<file path="config.mk">
export PLATFORM = sky130hd
export DESIGN_NAME = image_loader_flat
export DESIGN_NICKNAME = d
export VERILOG_FILES = /design/src/rtl/image_loader_if.sv /design/src/rtl/image_loader.sv /design/src/flat_wrapper.sv
export SDC_FILE = /design/constraint.sdc
export NUM_CORES = 1
export LEC_CHECK = 0
export ABC_AREA = 1
export BUFFER_PORTS_ARGS = -buffer_cell sky130_fd_sc_hd__buf_4
export CAP_MARGIN = 20
export CORE_AREA = 2 2 313 315
export CTS_BUF_LIST = sky130_fd_sc_hd__clkbuf_16
export CTS_CLUSTER_SIZE = 16
export DETAILED_ROUTE_END_ITERATION = 10
export DIE_AREA = 0 0 315 317
export GPL_TIMING_DRIVEN = 0
export PLACE_DENSITY = 0.56
export SYNTH_ARGS = -nofsm -noshare
export SYNTH_HDL_FRONTEND = slang
export SYNTH_SLANG_ARGS = --single-unit
</file>
<file path="constraint.sdc">
create_clock -name clk -period 8.6 [get_ports clk]
set_input_delay 0.86 -clock clk [delete_from_list [all_inputs] [get_ports clk]]
set_output_delay 0.86 -clock clk [all_outputs]
set_load 0.05 [all_outputs]
</file>
<file path="src/rtl/image_loader_if.sv">
// Image word stream between the input source and the loader.
interface image_loader_if #(
    parameter int unsigned IN_W = 8
);
    logic            in_valid;
    logic [IN_W-1:0] in_data;
    logic            in_ready;

    modport master (output in_valid, output in_data, input in_ready);
    modport slave  (input in_valid, input in_data, output in_ready);
endinterface

</file>
<file path="src/rtl/image_loader.sv">
// Packs the binarised input image into the layer-1 pixel register while the
// sequencer is in LOAD, then pulses load_done once the last word is captured.
module image_loader #(
    parameter  int unsigned IMG_BITS = 784,
    parameter  int unsigned IN_W     = 8,
    localparam int unsigned WORDS    = (IMG_BITS + IN_W - 1) / IN_W,
    localparam int unsigned CW       = $clog2(WORDS + 1)
) (
    input  logic                clk,
    input  logic                rst_n,
    input  logic [2:0]          state,
    image_loader_if.slave       bus,
    output logic                load_done,
    output logic [CW-1:0]       rx_count,
    output logic [IMG_BITS-1:0] pixels
);
    localparam logic [2:0]  SEQ_LOAD = 3'b001;
    // Word-aligned scratch width; any tail bits past IMG_BITS are dropped.
    localparam int unsigned PAD_W    = WORDS * IN_W;

    typedef enum logic [1:0] {
        L_IDLE = 2'd0,
        L_RECV = 2'd1,
        L_DONE = 2'd2
    } lstate_e;

    lstate_e             lstate_q, lstate_d;
    logic [CW-1:0]       rx_count_q, rx_count_d;
    logic [IMG_BITS-1:0] pixels_q, pixels_d;
    logic                load_done_q, load_done_d;
    logic                in_ready_c;
    logic [PAD_W-1:0]    pix_pad_c;

    // State register and captured image.
    always_ff @(posedge clk or negedge rst_n) begin
        if (!rst_n) begin
            lstate_q    <= L_IDLE;
            rx_count_q  <= '0;
            pixels_q    <= '0;
            load_done_q <= 1'b0;
        end else begin
            lstate_q    <= lstate_d;
            rx_count_q  <= rx_count_d;
            pixels_q    <= pixels_d;
            load_done_q <= load_done_d;
        end
    end

    // Next-state, word capture and handshake.
    always_comb begin
        lstate_d    = lstate_q;
        rx_count_d  = rx_count_q;
        pixels_d    = pixels_q;
        load_done_d = 1'b0;
        in_ready_c  = 1'b0;
        pix_pad_c   = PAD_W'(pixels_q);

        unique case (lstate_q)
            L_IDLE: begin
                if (state == SEQ_LOAD) begin
                    lstate_d   = L_RECV;
                    rx_count_d = '0;
                end
            end
            L_RECV: begin
                if (state != SEQ_LOAD) begin
                    // Abort: keep partial image and count until next LOAD entry.
                    lstate_d = L_IDLE;
                end else begin
                    in_ready_c = 1'b1;
                    if (bus.in_valid) begin
                        pix_pad_c[rx_count_q * IN_W +: IN_W] = bus.in_data;
                        pixels_d   = pix_pad_c[IMG_BITS-1:0];
                        rx_count_d = CW'(rx_count_q + CW'(1));
                        if (rx_count_q == CW'(WORDS - 1)) begin
                            lstate_d    = L_DONE;
                            load_done_d = 1'b1;
                        end
                    end
                end
            end
            L_DONE: begin
                if (state != SEQ_LOAD) begin
                    lstate_d = L_IDLE;
                end
            end
            default: begin
                lstate_d = L_IDLE;
            end
        endcase
    end

    assign bus.in_ready = in_ready_c;
    assign load_done    = load_done_q;
    assign rx_count     = rx_count_q;
    assign pixels       = pixels_q;
endmodule

</file>
<file path="src/flat_wrapper.sv">
// flat-port wrapper written by rule: the top's interface ports become plain ports
module image_loader_flat 
#(
    parameter  int unsigned IMG_BITS = 784,
    parameter  int unsigned IN_W     = 8,
    localparam int unsigned WORDS    = (IMG_BITS + IN_W - 1) / IN_W,
    localparam int unsigned CW       = $clog2(WORDS + 1)
)
  (clk, rst_n, state, load_done, rx_count, pixels, bus_in_valid, bus_in_data, bus_in_ready);
  image_loader_if #(.IN_W(IN_W)) bus_i ();
  input  logic clk;
  input  logic rst_n;
  input  logic [2:0] state;
  output logic load_done;
  output logic [CW-1:0] rx_count;
  output logic [IMG_BITS-1:0] pixels;
  input wire logic [$bits(bus_i.in_valid)-1:0] bus_in_valid;
  input wire logic [$bits(bus_i.in_data)-1:0] bus_in_data;
  output wire logic [$bits(bus_i.in_ready)-1:0] bus_in_ready;
  assign bus_i.in_valid = bus_in_valid;
  assign bus_i.in_data = bus_in_data;
  assign bus_in_ready = bus_i.in_ready;
  image_loader #(.IMG_BITS(IMG_BITS), .IN_W(IN_W)) u_core (.clk(clk), .rst_n(rst_n), .state(state), .bus(bus_i), .load_done(load_done), .rx_count(rx_count), .pixels(pixels));
endmodule
</file>
After elaboration in Yosys (flattened, before gate mapping)
Index checks and enable logic that the tools add are counted.

Flip-flop bits (word level): 794. Word-level logic and storage cells: 42.

Shift-type cells: 2. Add/subtract/negate cells: 2. Equal/unequal tests: 11. Reductions and logical operators: 5. Bitwise operators: 1. Muxes and demuxes: 17.

Operators by type and width (number): 784-bit bitwise mux (1); 8-bit by 34-bit variable shift with 784-bit output, first input constant (1); 8-bit by 34-bit indexed part select with 784-bit output (1); 10-bit negator with 34-bit output (1); 7-bit 2-to-1 mux (3); 7-bit case mux with 2 select lines (1); 2-bit 2-to-1 mux (5); 4-bit AND reduction (2); 7-bit by 1-bit adder with 7-bit output, second input constant (1); 7-bit equality test, second input constant (1); 1-bit 2-to-1 mux (6); 3-bit by 1-bit != test with 1-bit output, second input constant (2); 2-bit case mux with 3 select lines (1); 2-bit by 1-bit != test with 1-bit output, second input constant (2); 2-bit != test, second input constant (2); 3-bit by 1-bit equality test with 1-bit output, second input constant (1); 3-bit by 2-bit != test with 1-bit output, second input constant (1); 3-bit AND reduction (1); 2-bit by 1-bit equality test with 1-bit output, second input constant (1); 2-bit equality test, second input constant (1); 2-bit logical NOT (1); 2-bit nonzero test (1); 1-bit inverter (1).

Longest topological paths before layout
Depth after elaboration: 5. Gate-level depth with buffers: 15.

Worst setup path before layout
OpenSTA, ideal clock, no wires.

Path type: input-to-reg. Start: in state[0]. End: reg u_core.pixels_q[311] (netlist: u_core.pixels[311]). Arrival time: 3.127 ns. Setup slack: 5.342 ns. Buffers on the path: 2. Required time: 8.469 ns. Setup time: 0.131 ns. Cell stages on the path: 13. Path through: inv_1 > nor2_1 > nand2_1 > nor2_1 > nand2_1 > inv_1 > nand2_4 > nor2_8 > buf_4 > nand4_1 > buf_2 > nand2_1 > o21ai_0.

Cells in the longest elaborated chain, start to end: 3.

Ends and longest elaborated chain: start, declared (line flat_wrapper.sv:13) `input logic [2:0] state;`; 3-bit by 1-bit != test with 1-bit output (line image_loader.sv:66) `if (state != SEQ_LOAD) begin`; 1-bit inverter (no line); 3-bit AND reduction (no line); end signal, assigned (line image_loader.sv:44) `pixels_q <= pixels_d;`; end, declared (line image_loader.sv:29) `logic [IMG_BITS-1:0] pixels_q, pixels_d;`.

No other way between the ends. A chain may end at the register's enable or synchronous reset.

Final worst setup path
Start: reg u_core.rx_count_q[0] (netlist: u_core.rx_count[0]). End: reg u_core.pixels_q[312] (netlist: u_core.pixels[312]).

Cells in the longest elaborated chain, start to end: 3. Elaborated cells on any way between the ends: 4. Those cells by class: add/sub (1); shift (2); mux (1).

Ends and longest elaborated chain: start, declared (line image_loader.sv:28) `logic [CW-1:0] rx_count_q, rx_count_d;`; start signal, assigned (line image_loader.sv:43) `rx_count_q <= rx_count_d;`; 10-bit negator with 34-bit output * (line image_loader.sv:72) `pix_pad_c[rx_count_q * IN_W +: IN_W] = bus.in_data;`; 8-bit by 34-bit indexed part select with 784-bit output or 8-bit by 34-bit variable shift with 784-bit output (tied branches) (line image_loader.sv:72); 784-bit bitwise mux * (line image_loader.sv:72).

Every way passes the cells marked *; elsewhere a longest branch is shown, timed or not.

==> summary.txt <==
Run status
  • Status: complete, no violations

Clocking
  • Clk root buf: clkbuf_16
  • CTS max path bufs: 3
  • Clk_lat worst skew: 0.68 ns
  • Reg clk slew, reported paths: 0.06 ns
  • CTS buffer count: 90
  • Setup Buffers After CTS: 0
  • TritonCTS clock tree: built
  • Sink Count: 794
  • Post-CTS Hold Fix Bufs: 1
  • Post-cts resize count: 0
  • H-tree Lvls: 3

Worst setup path
  • Crit path largest cell delay: 0.90 ns
  • Crit path cell chain: inv_2 -> ha_1 -> xor2_1 -> inv_2 -> nor2_2 -> buf_4 -> inv_2 -> buf_2 -> nor2_1 -> nand2_1 -> nor2_1 -> nand2_1 -> o21ai_0
  • Crit Path Class: flop to flop
  • Reg2reg start: u_core.rx_count[0]
  • Most used cell, CP: inv_2
  • CP Launch Type: flop
  • Slowest-stage cell, CP: nor2_1
  • Setup crit end kind: flop
  • Bufs and invs on worst path: 5
  • Worst reg2reg path endpoint: u_core.pixels[312]
  • FF-to-FF path depth: 13
  • Arr. time, crit path: 4.97 ns
  • Worst path required time: 9.20 ns
  • Worst Path Max Fanout: 10
  • R2R Setup Slk: 4.24 ns
  • Delay-heaviest family, CP: simple AND/OR/NAND/NOR gates

Worst hold path
  • Hold/Removal Path Class: flop to flop
  • Hold EP: u_core.pixels[651]
  • Hold Path Stages: 2
  • HP Start: u_core.pixels[651]

Logic synthesis
  • Post-Syn Nets: 3700
  • Post-Syn Instances: 3682
  • Async set-reset flop share out of synthesis: 100%
  • Sequential share of the synthesized area: 60.9%
  • Distinct cell type count after synthesis: 36
  • Post-synth EDFFs: 0
  • Syn_area_per_cell: 8.86 µm²
  • FF+latch count, synth: 794
  • Ys flop type: dfrtp_1
  • Synthesis Warnings: 0
  • Mapped cell area: 0.0326 mm²

Routing
  • WL per Instance: 26.6 µm
  • DRT Wirelength: 158000 µm
  • DR vias: 30600
  • DRC Markers: 0
  • Iter 0 DRT Violations: 2699
  • Final ANT Viol Nets: 0
  • 1st-pass router iterations: 8
  • Mean number of vias per cell: 5.15

Floorplanning
  • Die W: 315 µm
  • Die area: 0.0999 mm²
  • Site Rows: 114
  • Initial Util: 33.9%
  • Die Span Y: 317 µm
  • Core footprint: 0.0963 mm²
  • Ports: 807

Timing
  • Period minus WS final: 4.36 ns
  • Endpoints failing hold: 0
  • Fin Hold WS: 0.471 ns
  • Ratio of final minimum period to clock period: 50.7%
  • Clock skew: 0.0324 ns
  • Count of pins over their slew limit: 0
  • Slew headroom: 19.5%
  • Setup Total Neg Slack: 0 ns
  • # setup viols final: 0
  • Worst Max-Slew Pin Slew: 1.20 ns
  • Unrepaired setup endpoints after global routing: false
  • Max Clk Rate: 229 MHz

Placement
  • GPL Wtd Cong: 0.969
  • Number of I/O port buffers: 806
  • Placement-stage cell area: 0.0406 mm²
  • Final HPWL DP: 122000 µm

GRT
  • Initial antenna violation count: 4
  • Largest net degree at the start of global routing: 118
  • First-pass GRT wire length: 221000 µm
  • GRT overflow: 0
  • Vias in the first global route: 29800
  • Global-route usage over all layers: 31.0%

Layout
  • Commonest non-fill, non-tap cell in the layout: nand2_1
  • Final Core Density: 45.1%
  • Layout cell share with drive strength beyond 1: 23.8%
  • Area Growth Syn to Fin: 33.3%
  • Commonest non-fill, non-tap cells in the layout: nand2_1 (1358), buf_4 (818), dfrtp_1 (794)
  • Final instance area: 0.0435 mm²
  • Nets@finish: 4618

Pwr
  • PD cells: 202 mW/mm²
  • Tot Pwr: 0.00878 W
  • P_leak: 22.0 nW
  • VDD IR max: 0.000148 V

Job
  • Max-cap viol count: 0
==> worst max-delay path by stage <==
| stage | end | slack [ns] | startpoint | cells after the start |
|---|---|---|---|---|
| finish | u_core.pixels[312] | 4.24 | u_core.rx_count[0] | 13 |
| global route | u_core.pixels[470] | 4.05 | u_core.rx_count[0] | 14 |
| CTS | u_core.pixels[471] | 4.25 | u_core.rx_count[0] | 14 |
| detailed placement | u_core.pixels[470] | 4.27 | u_core.rx_count[0] | 14 |
| global placement | u_core.pixels[126] | -3.01 | rst_n | 1 |
| floorplan | u_core.pixels[311] | 5.34 | state[0] | 13 |
==> flip-flops by register name, indices dropped and copies added (netlist names) <==
name	cells
u_core.pixels	784
u_core.rx_count	7
u_core.lstate_q	2
u_core.load_done	1
==> layer usage <==
| layer | global-route usage, % | wire length, µm | up-vias |
|---|---|---|---|
| met5 | 0 | 12 | - |
| met4 | 12.3 | 6710 | 2 |
| met3 | 9.51 | 14000 | 272 |
| met2 | 51.5 | 75200 | 1238 |
| met1 | 37.8 | 62100 | 15200 |
| li1 | - | - | 13900 |
==> power by group <==
| group | internal (W) | total (W) | switching, W |
|---|---|---|---|
| logic | 0.000162 | 0.00128 | 0.00112 |
| registers | 0.00374 | 0.00375 | 0.00000635 |
| clock network | 0.00213 | 0.00376 | 0.00163 |
==> stage by stage <==
stage               std cells  setup slack (ns)
floorplan                3682              5.34
global placement         5764             -3.01
detailed placement       5780              4.27
CTS                      5944              4.25
global route             5948              4.05
finish                   5949              4.24
==> final cells by class <==
| cell class | instances | area, µm² |
|---|---|---|
| clock buffer | 91 | 2280 |
| clock inverter | 72 | 528 |
| sequential | 794 | 19900 |
| antenna | 2 | 5.00 |
| timing repair buffer | 826 | 6400 |
| tap | 1276 | 1600 |
| buffer | 192 | 856 |
| inverter | 141 | 529 |
| multi-input combinational | 2555 | 11400 |
| fill | 9697 | 52800 |
==> cells by family (layout without fill, tap and decap cells) <==
| kind of cell | Yosys count | count (layout) | share of synthesized area [%] |
|---|---|---|---|
| xor gates and xnor gates | 3 | 3 | 0.161 |
| and+or+nand+nor | 2013 | 2013 | 26.3 |
| adders and majority gates | 4 | 4 | 0.153 |
| AOI/OAI and AO/OA | 535 | 535 | 8.25 |
| other | 0 | 2 | 0 |
| buffers and inverters | 333 | 1322 | 4.25 |
| DFF | 794 | 794 | 60.9 |
==> worst register-to-register path: cells and delay by family (launching register included) <==
family	cells	cell delay [ns]
DFF	1	0.58
AOI/OAI and AO/OA	1	0.18
xor gates and xnor gates	1	0.34
buffers and inverters	5	0.85
and+or+nand+nor	5	2.02
adders and majority gates	1	0.32
==> cell usage after synthesis, types with 22 or more instances <==
cell      number  share of area [%]
dfrtp_1      794                 61
nand3_1      212                3.3
nand4_1      125                2.4
inv_1        128                1.5
o21ai_0      368                5.6
o21ai_1      140                2.1
buf_2         72                1.1
clkbuf_1      96                1.1
nand2_1     1358                 16
a21oi_1       22               0.34
nor2_1       219                2.5
nor3_1        34               0.52
(Power assumes the default switching activity.)
